--- src/rtl/flop_to_int.sv ---
// Sequential 13-bit float {sign, exp[7:0], mant[3:0]} to 16-bit signed integer converter.
// Build option: define FLOP_ROUND_EN for round-half-away-from-zero; otherwise truncates toward zero.
module flop_to_int (
  input  logic        clk,
  input  logic        rst_n,
  input  logic [12:0] in_data,
  input  logic        in_valid,
  output logic        in_ready,
  output logic [15:0] out_data,
  output logic        out_ovf,
  output logic        out_valid,
  input  logic        out_ready,
  output logic [1:0]  dbgState
);

  // Handshakes: a transfer happens on a rising edge where valid and ready are both 1;
  // out_data/out_ovf hold steady while out_valid is 1 and out_ready is 0.

  typedef enum logic [1:0] {
    IDLE  = 2'd0,
    SHIFT = 2'd1,
    FIX   = 2'd2,
    DONE  = 2'd3
  } stateT;

  stateT state, nextState;

  logic [7:0]  expF;
  logic [3:0]  mant;
  logic        accept;
  logic        decZero, decSat, decLeft, decOvf;
  logic [3:0]  decK;

  logic [15:0] mag;
  logic [3:0]  cnt;
  logic        dirLeft;
  logic        signR;
  logic        satR;
  logic        ovfR;
  logic [15:0] rounded;
  logic [15:0] fixVal;
`ifdef FLOP_ROUND_EN
  logic        guard;
`endif

  assign expF      = in_data[11:4];
  assign mant      = in_data[3:0];
  assign in_ready  = rst_n && (state == IDLE);
  assign accept    = in_valid && in_ready;
  assign out_valid = (state == DONE);
  assign dbgState  = state;

  // mag holds 1.mmmm scaled by 16, so the integer is mag * 2^(exp-131).
  always_comb begin
    decZero = 1'b0;
    decSat  = 1'b0;
    decLeft = 1'b0;
    decK    = 4'd0;
    if (expF <= 8'd125) begin
      decZero = 1'b1;
    end else if (expF == 8'd126) begin
      decK = 4'd5;
    end else if (expF <= 8'd130) begin
      decK = 4'd3 - expF[3:0];
    end else if (expF <= 8'd141) begin
      decLeft = 1'b1;
      decK    = expF[3:0] - 4'd3;
    end else begin
      decSat = 1'b1;
    end
    // -32768 is the one saturating input that is exactly representable.
    decOvf = decSat && !(in_data[12] && (expF == 8'd142) && (mant == 4'd0));
  end

  always_ff @(posedge clk or negedge rst_n) begin
    if (!rst_n) state <= IDLE;
    else        state <= nextState;
  end

  always_comb begin
    nextState = state;
    case (state)
      IDLE:  if (accept) nextState = (decK != 4'd0) ? SHIFT : FIX;
      SHIFT: if (cnt == 4'd1) nextState = FIX;
      FIX:   nextState = DONE;
      DONE:  if (out_ready) nextState = IDLE;
      default: nextState = IDLE;
    endcase
  end

  always_comb begin
`ifdef FLOP_ROUND_EN
    rounded = mag + {15'd0, guard};
`else
    rounded = mag;
`endif
    fixVal = signR ? (~rounded + 16'd1) : rounded;
  end

  always_ff @(posedge clk or negedge rst_n) begin
    if (!rst_n) begin
      mag      <= 16'd0;
      cnt      <= 4'd0;
      dirLeft  <= 1'b0;
      signR    <= 1'b0;
      satR     <= 1'b0;
      ovfR     <= 1'b0;
      out_data <= 16'd0;
      out_ovf  <= 1'b0;
`ifdef FLOP_ROUND_EN
      guard    <= 1'b0;
`endif
    end else begin
      case (state)
        IDLE: begin
          if (accept) begin
            mag     <= decZero ? 16'd0 : {11'd0, 1'b1, mant};
            cnt     <= decK;
            dirLeft <= decLeft;
            signR   <= in_data[12];
            satR    <= decSat;
            ovfR    <= decOvf;
`ifdef FLOP_ROUND_EN
            guard   <= 1'b0;
`endif
          end
        end
        SHIFT: begin
          mag <= dirLeft ? {mag[14:0], 1'b0} : {1'b0, mag[15:1]};
          cnt <= cnt - 4'd1;
`ifdef FLOP_ROUND_EN
          if (!dirLeft) guard <= mag[0];
`endif
        end
        FIX: begin
          out_data <= satR ? (signR ? 16'h8000 : 16'h7FFF) : fixVal;
          out_ovf  <= ovfR;
        end
        default: ;
      endcase
    end
  end

endmodule

--- config.mk ---
export PLATFORM = sky130hd
export DESIGN_NAME = flop_to_int
export DESIGN_NICKNAME = d
export VERILOG_FILES = /design/src/rtl/flop_to_int.sv
export SDC_FILE = /design/constraint.sdc
export NUM_CORES = 1
export LEC_CHECK = 0
export BUFFER_PORTS_ARGS = -buffer_cell sky130_fd_sc_hd__buf_2
export CAP_MARGIN = 15
export CORE_MARGIN = 3
export CORE_UTILIZATION = 50
export DETAILED_ROUTE_END_ITERATION = 7
export PLACE_DENSITY = 0.71
export SLEW_MARGIN = 0
export SYNTH_ARGS = -nofsm -noshare
export SYNTH_HDL_FRONTEND = slang
export SYNTH_SLANG_ARGS = --single-unit
--- constraint.sdc ---
create_clock -name clk -period 2.6 [get_ports clk]
set_input_delay 0.52 -clock clk [delete_from_list [all_inputs] [get_ports clk]]
set_output_delay 0.52 -clock clk [all_outputs]
set_load 0.05 [all_outputs]
# Yosys cells after proc, flatten, opt, wreduce, memory -nomap -nowiden
# Cells that the tools add are included.
[totals]
word_cells = 66
out_inout_bits = 21
register_bits = 43
[classes]
mux = 27
n_eq_ne = 9
n_reduce_logical = 13
add_sub_neg = 4
bitwise = 1
magnitude_cmp = 3
[op_table]
columns = ["op", "n"]
rows = [
  ["16-bit 2-to-1 mux", 5],
  ["16-bit one-hot mux with 2 select lines", 1],
  ["4-bit 2-to-1 mux", 5],
  ["16-bit by 1-bit adder with 16-bit output, second input constant", 1],
  ["8-bit less-or-equal comparator, second input constant", 2],
  ["16-bit inverter", 1],
  ["1-bit 2-to-1 mux", 9],
  ["8-bit by 7-bit equality test with 1-bit output, second input constant", 1],
  ["8-bit equality test, second input constant", 1],
  ["8-bit by 7-bit less-or-equal comparator with 1-bit output, second input constant", 1],
  ["2-bit 2-to-1 mux", 4],
  ["2-bit one-hot mux with 4 select lines", 1],
  ["4-bit one-hot mux with 2 select lines", 1],
  ["1-bit logical AND", 5],
  ["5-bit 2-to-1 mux", 1],
  ["2-bit equality test, second input constant", 2],
  ["4-bit by 1-bit equality test with 1-bit output, second input constant", 1],
  ["4-bit logical NOT", 1],
  ["2-bit != test, second input constant", 2],
  ["2-bit AND reduction", 2],
  ["4-bit nonzero test", 1],
  ["2-bit by 4-bit subtractor with 4-bit output, first input constant", 1],
  ["4-bit by 1-bit subtractor with 4-bit output, second input constant", 1],
  ["4-bit by 2-bit subtractor with 4-bit output, second input constant", 1],
  ["6 further kinds", 6],
]

# Logic depth before layout (Yosys ltp)
# Gate-level depths: netlist (run 1).
[depth]
ltp_word = 9
mapped_depth = 8

# Least setup slack after synthesis (run 1)
# OpenSTA, ideal clock, no wires.
[synth_timing]
path_kind = "reg-to-reg"
start = "register state[0], in the netlist dbgState[0]"
end = "register mag[8]"
n_path_buf = 2
path_slack_ps = 367
path_stages_with_launch = 9
setup_ps = 96
period_less_slack_ps = 2233
t_arrival_ps = 2137
t_required_ps = 2504
cell_sequence = "dfrtp_1 -> inv_1 -> ha_1 -> nand3_1 -> o21a_1 -> clkbuf_1 -> clkbuf_1 -> nand2_1 -> o31ai_1"
[synth_via]
elab_chain_cells = 5
word_cells_on_any_way = 8
classes_between = "2 x eq/ne; 1 x mux; 5 x reduce/logical"
[synth_rtl]
columns = ["element", "line_no", "source"]
rows = [
  ["from (decl)", "26", "stateT state, nextState;"],
  ["from (signal assigned)", "77", "else state <= nextState;"],
  ["2-bit logical NOT", "48, 114", ""],
  ["1-bit logical AND", "48", "assign in_ready = rst_n && (state == IDLE);"],
  ["1-bit logical AND", "49", "assign accept = in_valid && in_ready;"],
  ["2-bit != test (no source line)", "--", ""],
  ["2-bit AND reduction (no source line)", "--", ""],
  ["to (signal assigned)", "117", "mag <= decZero ? 16'd0 : {11'd0, 1'b1, mant};"],
  ["to (signal assigned)", "129", "mag <= dirLeft ? {mag[14:0], 1'b0} : {1'b0, mag[15:1]};"],
  ["to (decl)", "34", "logic [15:0] mag;"],
]
# Parallel ways exist; a longest one is shown, timed or not.
# A chain may end at the register's enable or synchronous reset.

# Worst setup path in the final report (run 1)
[layout_timing]
start = "register state[0], in the netlist dbgState[0]"
end = "register cnt[3]"
[layout_via]
elab_chain_cells = 5
word_cells_on_any_way = 8
classes_between = "2 x eq/ne; 1 x mux; 5 x reduce/logical"
[layout_rtl]
columns = ["element", "line_no", "source"]
rows = [
  ["2-bit logical NOT", "48, 114", ""],
  ["1-bit logical AND", "48", ""],
  ["1-bit logical AND", "49", ""],
  ["2-bit != test (no source line)", "--", ""],
  ["2-bit AND reduction (no source line)", "--", ""],
  ["to (signal assigned)", "118", "cnt <= decK;"],
  ["to (signal assigned)", "130", "cnt <= cnt - 4'd1;"],
  ["to (decl)", "35", "logic [3:0] cnt;"],
]
# Parallel ways exist; a longest one is shown, timed or not.

==> results of run 1 <==
## through the flow
stage | utilization [%] | worst slack (ns) | instances | power (mW) | instance area [µm²]
4_1_cts | 58.41 | 0.4158 | 439 | 3.843 | 3256
6_report | 58.41 | 0.4138 | 439 | 3.822 | 3256
2_1_floorplan | - | 0.3674 | 339 | 2.906 | 2930
3_3_place_gp | 57.10 | 0.3526 | 433 | 3.414 | 3183
5_1_grt | 58.41 | 0.1181 | 439 | 4.191 | 3256
3_5_place_dp | 57.10 | 0.2923 | 433 | 3.446 | 3183
## layout make-up
cell class	count	area (µm²)	area share, %
clock buffers	6	72.57	2.229
repair buffers	45	257.7	7.917
inverters	28	105.1	3.228
multi-input cells	245	1654	50.81
well taps	72	90.09	2.767
flip-flops and latches	43	1076	33.05
## cells by family after synthesis
kind of cell               after synthesis
xor gates and xnor gates                 2
buffers and inverters                   51
DFF                                     43
AOI/OAI and AO/OA                      112
adders and majority gates               15
and+or+nand+nor                         97
muxes                                   19
## routing by layer
layer  GRT usage (%)  part of all wire (%)  vias to the layer above
li1                -                     -                     1295
met4           4.739                  0.65                        0
met3           3.254                   5.9                        5
met1           30.74                    47                     1223
met2           34.38                    47                       72
met5               0                     0                        -
## report_power, final
group / total [mW] / internal [mW] / switching [mW]
Combinational: 2.29 / 0.752 / 1.54
Sequential: 1.14 / 0.923 / 0.215
Clock: 0.393 / 0.179 / 0.213
## critical path: stages (launching register included)
cell                      delay, ns
sky130_fd_sc_hd__dfrtp_1       0.47
sky130_fd_sc_hd__inv_1         0.12
sky130_fd_sc_hd__ha_1          0.27
sky130_fd_sc_hd__nand3_1       0.25
sky130_fd_sc_hd__o21a_1        0.51
sky130_fd_sc_hd__o21ai_0       0.18
sky130_fd_sc_hd__a22oi_1       0.16
sky130_fd_sc_hd__o21ai_0       0.10
## registers in the layout, summed over array words and instances (netlist names)
name      count
out_ovf       1
signR         1
out_data     16
satR          1
mag          16
dirLeft       1
ovfR          1
dbgState      2
cnt           4
## cell usage in the layout (no fill, tap or decap), types with 4 or more instances in the layout
cell type	instances
sky130_fd_sc_hd__nand3_1	10
sky130_fd_sc_hd__a31oi_1	8
sky130_fd_sc_hd__buf_4	7
sky130_fd_sc_hd__nor2_1	21
sky130_fd_sc_hd__o31ai_1	12
sky130_fd_sc_hd__a22oi_1	4
sky130_fd_sc_hd__mux2_2	7
sky130_fd_sc_hd__nor3_1	9
sky130_fd_sc_hd__ha_1	15
sky130_fd_sc_hd__o21ai_0	31
sky130_fd_sc_hd__a21oi_1	27
sky130_fd_sc_hd__o221ai_1	8
sky130_fd_sc_hd__inv_1	28
sky130_fd_sc_hd__nand2_1	24
sky130_fd_sc_hd__mux2i_1	12
sky130_fd_sc_hd__clkbuf_8	5
sky130_fd_sc_hd__buf_2	37
sky130_fd_sc_hd__nor2b_1	4
sky130_fd_sc_hd__dfrtp_1	43
## worst max-delay path by stage
stage	from	to	slack, ns	depth (start not counted)
after floorplan	dbgState[0]$_DFFE_PN0P_	mag[8]$_DFFE_PN0P_	0.37	8
after CTS	dbgState[0]$_DFFE_PN0P_	cnt[3]$_DFFE_PN0P_	0.42	7
after detailed placement	in_data[5]	dbgState[0]$_DFFE_PN0P_	0.29	8
after global placement	in_data[4]	cnt[0]$_DFFE_PN0P_	0.35	8
after global routing	dbgState[1]$_DFFE_PN0P_	cnt[3]$_DFFE_PN0P_	0.12	7
final	dbgState[0]$_DFFE_PN0P_	cnt[3]$_DFFE_PN0P_	0.41	7
==> metrics.cfg, run 1 <==
[synth]
post_synth_xor_area_fraction_pct = 0.5978
yosys.cell_count.top_type = sky130_fd_sc_hd__dfrtp_1
yosys.area_share.adder_pct = 6.405
asyncSetResetFlopFracSynth_pct = 100.0
synth-compound-area-share_pct = 24.68
synth_enable_flop_cells = 0
syn_inst = 339
post_synth_most_frequent_cells = sky130_fd_sc_hd__dfrtp_1 (43), sky130_fd_sc_hd__o21ai_0 (31), sky130_fd_sc_hd__inv_1 (28)
synth_sequential_area_ratio_pct = 36.72
yosysTopAreaCellShare_pct = 36.72
synth_seq_cells = 43
synth_top_family_by_area = compound AO/OA/AOI/OAI gates
synth-warning-count = 0
ys.flop_type = sky130_fd_sc_hd__dfrtp_1
synth_nets = 371
synthMuxAreaShare_pct = 6.789
synth_largest_area_cell = sky130_fd_sc_hd__dfrtp_1
synth_simple_gate_area_share_pct = 17.98
synthesis.area_per_instance_um2 = 8.644
synthesized_area_um2 = 2930
yosys.cell_types.count = 54
synth.area.top_cells = sky130_fd_sc_hd__dfrtp_1 (37%), sky130_fd_sc_hd__ha_1 (6.4%), sky130_fd_sc_hd__o21ai_0 (5.3%)

[finish]
antenna-diode-count = 0
design.final.nets = 400
final_layout_size_suffix_gt1_share_pct = 17.71
area_growth_pct = 11.10
filler_cell_count = 525

[clock_network]
clkSinkCount = 43
cts-root-buf = sky130_fd_sc_hd__clkbuf_8
post_cts_setup_buffers = 0
clkLatencyLatePin_ns = 0.29
holdBufCountCts = 0
cts_resized = 0
cts_made_buffers = 5
tritoncts_clock_tree = built
h-tree-depth = 2
clk_pin_slew_ns = 0.08
clock_tree.buffer_depth = 2

[pwr]
p_leak_nw = 1.453
ir_worst_vdd_mv = 0.6982
power_density_nw_per_um2 = 1174

[routing]
dr_total_vias = 2595
routed_wirelength_um = 6604
drt_first_iter_violations = 218
number_of_nets_still_failing_antenna_checks_after_routing = 0
drt_drc_violations_left = 0
detail_route.wl_per_cell_um = 15.04
firstDrtPassIters = 5
detail_route.vias_per_cell = 5.911

[grt]
grt.overflow.total = 0
grt_pass1_vias = 2335
first_pass_grt_wire_length_um = 11390
grt_max_degree = 43
initial_antenna_violation_count = 0
groute.usage.overall_pct = 21.51

[critical_path]
worst_ep_required_time_ns = 2.77
worstSetupEndpointType = flop
critPathMaxFanout = 16
setup.reg_to_reg.worst_slack_ns = 0.41
kind_of_critical_path = flop to flop
worst_r2r_startpoint = dbgState[0]$_DFFE_PN0P_
critPathArrivalTime_ns = 2.35
category_of_the_worst_setup_path_launch_point = flop
r2r_end = cnt[3]$_DFFE_PN0P_
worst_r2r_path_depth = 7

[placement]
hpwl_um = 4873
place_congestion = 0.9068
port_buffers = 37

[floorplan]
start_util_pct = 52.57
design.core.area_um2 = 5574
die_h_um = 82.56
floorplan.io_pins = 38
die_width_um = 82.56
row_count = 27
fp.dieArea_um2 = 6815

[timing]
timing_hold_violations_final = 0
setup_total_negative_slack_ns = 0
rsz0062_at_grt = no
timing.final.setup_violations = 0
final.setup_skew_ns = 0.006321
post-route-period-util_pct = 84.09
tightest_slew_ns = 0.7655
worst_hold_slack_ns = 0.03808
highest_attainable_clock_frequency_mhz = 457.4
period_minus_slack_ns = 2.186
count_of_pins_over_their_slew_limit = 0
slew_headroom_pct = 48.78

[flow_run]
drv.max_cap_violation_count = 0

[outcome]
outcome = finished, final reports clean

[worst_hold_path]
holdCritPathClass = input pin to async pin

Note: power is estimated with default switching activity, not from simulation.
==> run 2, diff against run 1 <==
--- a/config.mk
+++ b/config.mk
@@ -10,7 +10,7 @@
 export CORE_MARGIN = 3
 export CORE_UTILIZATION = 50
 export DETAILED_ROUTE_END_ITERATION = 7
-export PLACE_DENSITY = 0.71
+export PLACE_DENSITY = 0.73
 export SLEW_MARGIN = 0
 export SYNTH_ARGS = -nofsm -noshare
 export SYNTH_HDL_FRONTEND = slang
==> constraint.sdc (replaced) <==
create_clock -name clk -period 1.95 [get_ports clk]
set_input_delay 0.39 -clock clk [delete_from_list [all_inputs] [get_ports clk]]
set_output_delay 0.39 -clock clk [all_outputs]
set_load 0.05 [all_outputs]
==> metrics.cfg, run 2 (synthesis gave the netlist of run 1 again) <==
[outcome]
outcome = finished, final reports clean  ; unchanged

[finish]
largest_registers = mag: 16 flops, out_data: 16 flops, cnt: 4 flops  ; unchanged
final_common_cell = sky130_fd_sc_hd__buf_4  ; was sky130_fd_sc_hd__dfrtp_1
final_layout_size_suffix_gt1_share_pct = 27.61  ; was 17.71%
layout_common_cells = sky130_fd_sc_hd__buf_4 (42), sky130_fd_sc_hd__dfrtp_1 (40), sky130_fd_sc_hd__buf_2 (36)  ; was sky130_fd_sc_hd__dfrtp_1 (43), sky130_fd_sc_hd__buf_2 (37), sky130_fd_sc_hd__o21ai_0 (31)
area_growth_pct = 22.16  ; was 11.10%
antenna-diode-count = 0  ; unchanged
finish.cell_count_without_fillers = 474  ; was 439
final_core_utilization_pct = 64.22  ; was 58.41%
design.final.nets = 434  ; was 400

[floorplan]
die_width_um = 82.56  ; unchanged
start_util_pct = 52.57  ; unchanged
floorplan.io_pins = 38  ; unchanged
fp.dieArea_um2 = 6815  ; unchanged
die_h_um = 82.56  ; unchanged
design.core.area_um2 = 5574  ; unchanged
row_count = 27  ; unchanged

[critical_path]
critPathMaxFanout = 2  ; was 16
worst_r2r_startpoint = cnt[1]$_DFFE_PN0P_  ; was dbgState[0]$_DFFE_PN0P_
cp_num_cells = 7  ; unchanged
category_of_the_worst_setup_path_launch_point = flop  ; unchanged
path_cells = inv_1 > ha_1 > or3b_1 > a221o_1 > a21o_1 > a2bb2oi_1 > a31o_1  ; was inv_1 > ha_1 > nand3_1 > o21a_1 > o21ai_0 > a22oi_1 > o21ai_0
worst_r2r_path_depth = 7  ; unchanged
critPathTopFamily = compound AO/OA/AOI/OAI gates  ; unchanged
critPathArrivalTime_ns = 2.08  ; was 2.35 ns
max_stage_delay_ns = 0.38  ; was 0.51 ns
kind_of_critical_path = flop to flop  ; unchanged
r2r_end = dbgState[1]$_DFFE_PN0P_  ; was cnt[3]$_DFFE_PN0P_
worstSetupEndpointType = flop  ; unchanged
crit_slowest_cell = sky130_fd_sc_hd__dfrtp_1  ; was sky130_fd_sc_hd__o21a_1
worst_ep_required_time_ns = 2.13  ; was 2.77 ns
setup.reg_to_reg.worst_slack_ns = 0.05  ; was 0.41 ns
critical_path_buf_inv_count = 1  ; unchanged

[clock_network]
h-tree-depth = 2  ; unchanged
clk_pin_slew_ns = 0.08  ; about the same
tritoncts_clock_tree = built  ; unchanged
clkSinkCount = 43  ; unchanged
cts-root-buf = sky130_fd_sc_hd__clkbuf_8  ; unchanged
clock_tree.buffer_depth = 2  ; unchanged
cts_made_buffers = 5  ; unchanged
clkLatencyLatePin_ns = 0.29  ; about the same

[placement]
dpl.cell_count = 464  ; was 433
hpwl_um = 5474  ; was 4873 µm
place_congestion = 0.9354  ; was 0.9068
port_buffers = 37  ; unchanged

[grt]
first_pass_grt_wire_length_um = 11860  ; was 11390 µm
grt_pass1_vias = 2525  ; was 2335
grt.overflow.total = 0  ; unchanged
initial_antenna_violation_count = 0  ; unchanged
grt_max_degree = 44  ; was 43
groute.usage.overall_pct = 22.41  ; was 21.51%

[routing]
firstDrtPassIters = 4  ; was 5
wl_met3_um = 346  ; was 392 µm
detail_route.vias_per_cell = 5.888  ; was 5.911
drt_drc_violations_left = 0  ; unchanged
routed_wirelength_um = 7504  ; was 6604 µm
detail_route.wl_per_cell_um = 15.83  ; was 15.04 µm
number_of_nets_still_failing_antenna_checks_after_routing = 0  ; unchanged
maxUsedRoutingLayer = met4  ; unchanged
wl_met2_um = 3600  ; was 3091 µm
dr_total_vias = 2791  ; was 2595
drt-met1-wl_um = 3469  ; was 3076 µm
drt_first_iter_violations = 209  ; was 218

[flow_run]
drv.max_cap_violation_count = 0  ; unchanged

[timing]
highest_attainable_clock_frequency_mhz = 527.0  ; was 457.4 MHz
timing_hold_violations_final = 0  ; unchanged
tightest_slew_ns = 0.5984  ; was 0.7655 ns
timing.final.setup_violations = 0  ; unchanged
period_minus_slack_ns = 1.897  ; was 2.186 ns
final.setup_skew_ns = 0.01014  ; was 0.006321 ns
slew_headroom_pct = 60.10  ; was 48.78%
count_of_pins_over_their_slew_limit = 0  ; unchanged
post-route-period-util_pct = 97.30  ; was 84.09%

[pwr]
ir_worst_vdd_mv = 1.065  ; was 0.6982 mV
p_leak_nw = 1.622  ; was 1.453 nW
power_density_nw_per_um2 = 1571  ; was 1174 nW/µm²

[worst_hold_path]
holdCritPathClass = input pin to async pin  ; unchanged

## run 2: stage by stage
stage	hold WS (ns)	worst slack, ns	cell area (µm²)	total power [mW]	TNS (ns)
6_report	0.2789	0.05264	3580	5.625	0
5_1_grt	0.3164	-0.04107	3580	6.030	-0.06480
4_1_cts	0.2852	0.05016	3513	5.507	0
3_5_place_dp	0.4704	-0.1312	3408	4.819	-0.8114
3_3_place_gp	0.4554	-0.05594	3408	4.731	-0.3283
2_1_floorplan	0.09441	0.04370	2938	3.888	0
## run 2: how the worst max path moves through the flow
stage	startpoint	endpoint	slack (ns)
floorplan	dbgState[0]$_DFFE_PN0P_	dbgState[1]$_DFFE_PN0P_	0.04
global placement	in_data[6]	cnt[3]$_DFFE_PN0P_	-0.06
detailed placement	in_data[6]	dbgState[1]$_DFFE_PN0P_	-0.13
CTS	mag[1]$_DFFE_PN0P_	out_data[14]$_DFFE_PN0P_	0.05
global route	mag[1]$_DFFE_PN0P_	out_data[7]$_DFFE_PN0P_	-0.04
finish	cnt[1]$_DFFE_PN0P_	dbgState[1]$_DFFE_PN0P_	0.05
## run 2: cell type report
class	instances	area, µm²
fill	472	1994
sequential	43	1080
clock inverter	1	30.03
clock buffer	6	72.57
tap	72	90.09
timing repair buffer	79	506.7
inverter	28	107.6
multi-input combinational	245	1693
## run 2: timing repair
action | in CTS | in global routing
hold buffers | 0 | 0
gates resized for setup | 1 | 14
buffers inserted | 0 | 3
setup endpoints to repair | 1 | 13
pin swaps | 0 | 3
## run 2: layer usage
layer  global-route usage (%)  up-vias
met2                    36.46       81
met5                        0        -
li1                         -     1357
met3                    3.688        9
met4                    5.556        0
met1                    31.03     1344
## run 2: power by group
group | leakage (nW) | total [mW] | switching [mW] | internal (mW)
Combinational | 1.03 | 3.39 | 2.17 | 1.22
Sequential | 0.536 | 1.57 | 0.330 | 1.24
Clock | 0.0513 | 0.670 | 0.295 | 0.376
Total | 1.62 | 5.63 | 2.79 | 2.83
==> run 3, diff against run 2 <==
--- a/config.mk
+++ b/config.mk
@@ -11,6 +11,7 @@
 export CORE_UTILIZATION = 50
 export DETAILED_ROUTE_END_ITERATION = 7
 export PLACE_DENSITY = 0.73
+export SETUP_SLACK_MARGIN = 0.3
 export SLEW_MARGIN = 0
 export SYNTH_ARGS = -nofsm -noshare
 export SYNTH_HDL_FRONTEND = slang
==> metrics.cfg, run 3 (synthesis gave the netlist of run 1 again) <==
[outcome]
outcome = finished, final reports clean  ; unchanged

[finish]
final_layout_size_suffix_gt1_share_pct = 41.31  ; was 27.61%
finish.cell_count_without_fillers = 498  ; was 474
design.final.nets = 457  ; was 434
final_cell_area_um2 = 4071  ; was 3580 µm²
antenna-diode-count = 0  ; unchanged
final_common_cell = sky130_fd_sc_hd__buf_4  ; unchanged
largest_registers = mag: 16 flops, out_data: 16 flops, cnt: 4 flops  ; unchanged
layout_common_cells = sky130_fd_sc_hd__buf_4 (60), sky130_fd_sc_hd__dfrtp_1 (35), sky130_fd_sc_hd__buf_2 (34)  ; was sky130_fd_sc_hd__buf_4 (42), sky130_fd_sc_hd__dfrtp_1 (40), sky130_fd_sc_hd__buf_2 (36)
area_growth_pct = 38.94  ; was 22.16%

[floorplan]
fp.dieArea_um2 = 6815  ; unchanged
design.core.area_um2 = 5574  ; unchanged
start_util_pct = 52.57  ; unchanged
die_width_um = 82.56  ; unchanged
row_count = 27  ; unchanged
die_h_um = 82.56  ; unchanged
floorplan.io_pins = 38  ; unchanged

[pwr]
power_density_nw_per_um2 = 1583  ; was 1571 nW/µm²
p_leak_nw = 1.758  ; was 1.622 nW
ir_worst_vdd_mv = 1.163  ; was 1.065 mV

[timing]
slew_headroom_pct = 64.46  ; was 60.10%
period_minus_slack_ns = 1.889  ; was 1.897 ns
count_of_pins_over_their_slew_limit = 0  ; unchanged
timing.final.setup_violations = 0  ; unchanged
timing_hold_violations_final = 0  ; unchanged
final.setup_skew_ns = 0.008551  ; was 0.01014 ns
setup_total_negative_slack_ns = 0  ; unchanged
worst_slack_ns = 0.06087  ; was 0.05264 ns
post-route-period-util_pct = 96.88  ; was 97.30%
rsz0062_at_grt = yes
highest_attainable_clock_frequency_mhz = 529.3  ; was 527.0 MHz
tightest_slew_ns = 0.5331  ; was 0.5984 ns

[clock_network]
cts-root-buf = sky130_fd_sc_hd__clkbuf_8  ; unchanged
tritoncts_clock_tree = built  ; unchanged
clkSinkCount = 43  ; unchanged
clk_pin_slew_ns = 0.09  ; was 0.08 ns
clkLatencyLatePin_ns = 0.30  ; was 0.29 ns
cts_made_buffers = 5  ; unchanged
h-tree-depth = 2  ; unchanged
clock_tree.buffer_depth = 2  ; unchanged

[critical_path]
r2r_end = out_data[14]$_DFFE_PN0P_  ; was dbgState[1]$_DFFE_PN0P_
setup.reg_to_reg.worst_slack_ns = 0.06  ; was 0.05 ns
kind_of_critical_path = flop to flop  ; unchanged
path_cells = inv_4 > ha_4 > nor3b_4 > nand4_1 > nor4_1 > o21ai_0 > a31oi_1  ; was inv_1 > ha_1 > or3b_1 > a221o_1 > a21o_1 > a2bb2oi_1 > a31o_1
worstSetupEndpointType = flop  ; unchanged
worst_ep_required_time_ns = 2.16  ; was 2.13 ns
worst_r2r_path_depth = 7  ; unchanged
worst_r2r_startpoint = mag[0]$_DFFE_PN0P_  ; was cnt[1]$_DFFE_PN0P_
category_of_the_worst_setup_path_launch_point = flop  ; unchanged
critPathMaxFanout = 4  ; was 2
crit_slowest_cell = sky130_fd_sc_hd__dfrtp_2  ; was sky130_fd_sc_hd__dfrtp_1
critPathArrivalTime_ns = 2.10  ; was 2.08 ns
max_stage_delay_ns = 0.46  ; was 0.38 ns

[placement]
hpwl_um = 5620  ; was 5474 µm
placedInstanceArea_um2 = 3508  ; was 3408 µm²
place_worst_setup_slack_ns = -0.1273  ; was -0.1312 ns
place_congestion = 0.8860  ; was 0.9354
port_buffers = 37  ; unchanged
dpl.cell_count = 461  ; was 464

[routing]
detail_route.vias_per_cell = 5.952  ; was 5.888
drt_first_iter_violations = 210  ; was 209
detail_route.wl_per_cell_um = 17.10  ; was 15.83 µm
dr_total_vias = 2964  ; was 2791
drt_drc_violations_left = 0  ; unchanged
firstDrtPassIters = 4  ; unchanged
routed_wirelength_um = 8518  ; was 7504 µm
number_of_nets_still_failing_antenna_checks_after_routing = 0  ; unchanged

[grt]
groute.usage.overall_pct = 25.70  ; was 22.41%
grt_pass1_vias = 2755  ; was 2525
grt.overflow.total = 0  ; unchanged
grt_max_degree = 43  ; was 44
initial_antenna_violation_count = 0  ; unchanged
first_pass_grt_wire_length_um = 13430  ; was 11860 µm

[worst_hold_path]
holdCritPathClass = input pin to async pin  ; unchanged

[flow_run]
drv.max_cap_violation_count = 0  ; unchanged

run 3: cell types whose count changed in the layout (fill, tap and decap cells not counted), moves of 3 or more:
cell                      change
sky130_fd_sc_hd__a21oi_1      -6
sky130_fd_sc_hd__dfrtp_2      +5
sky130_fd_sc_hd__dfrtp_1      -5
sky130_fd_sc_hd__buf_4       +18
sky130_fd_sc_hd__buf_6        +4
sky130_fd_sc_hd__ha_4         +4
sky130_fd_sc_hd__a21oi_2      +6
sky130_fd_sc_hd__nor3_1       -4
sky130_fd_sc_hd__o21ai_0      -9
sky130_fd_sc_hd__inv_1        -6
sky130_fd_sc_hd__nor2_1       -3
sky130_fd_sc_hd__o21ai_1      +7
run 3: area by class of cell:
| type | instances | area [µm²] |
|---|---|---|
| clock inverter | 2 | 35.03 |
| tap | 72 | 90.09 |
| multi-input combinational | 245 | 1922 |
| fill | 398 | 1503 |
| inverter | 28 | 133.9 |
| sequential | 43 | 1086 |
| timing repair buffer | 102 | 721.9 |
| clock buffer | 6 | 82.58 |
run 3: timing repair:
action                     CTS  global route
setup endpoints to repair   32            36
hold buffers                 1             0
hold endpoints to repair     1             0
setup buffers               17            11
pin swaps                   11            26
cloned                       0             0
gates resized for setup     32            37
run 3: worst max-delay path: cells and delay by family, from the launching register on:
| kind | cells | cell delay [ns] |
|---|---|---|
| compound gates | 2 | 0.30 |
| fa+ha+maj | 1 | 0.14 |
| buf+inv | 1 | 0.09 |
| flops | 1 | 0.46 |
| simple gates | 3 | 0.80 |
run 3: how the worst max path moves through the flow:
stage                             from                  endpoint  slack [ns]  cells past startpoint
3_3_place_gp                in_data[5]   dbgState[0]$_DFFE_PN0P_       -0.07                      8
5_1_grt             mag[0]$_DFFE_PN0P_  out_data[14]$_DFFE_PN0P_       -0.04                      7
4_1_cts             cnt[1]$_DFFE_PN0P_   dbgState[1]$_DFFE_PN0P_        0.05                      7
2_1_floorplan  dbgState[1]$_DFFE_PN0P_   dbgState[1]$_DFFE_PN0P_        0.12                      6
6_report            mag[0]$_DFFE_PN0P_  out_data[14]$_DFFE_PN0P_        0.06                      7
3_5_place_dp                in_data[5]   dbgState[0]$_DFFE_PN0P_       -0.13                      8
run 3: through the flow:
step | hold WS (ns) | util (%) | power [mW]
CTS | 0.3054 | 69.27 | 6.025
detailed placement | 0.2209 | 62.94 | 4.909
floorplan | 0.09441 | - | 3.991
finish | 0.2882 | 73.04 | 6.447
global route | 0.3355 | 73.04 | 6.891
global placement | 0.2244 | 62.94 | 4.819
run 3: metal layers:
layer / share of wire, % / track usage [%] / routed length (µm)
met4: 2.0 / 7.026 / 174
met5: 0 / 0 / 0
met2: 48 / 42.15 / 4121
met3: 6.2 / 3.688 / 526
met1: 43 / 35.31 / 3695
run 3: power breakdown:
part	leakage (nW)	internal (mW)	switching (mW)
Sequential	0.529	1.24	0.307
Combinational	1.17	1.66	2.51
Clock	0.0612	0.415	0.309
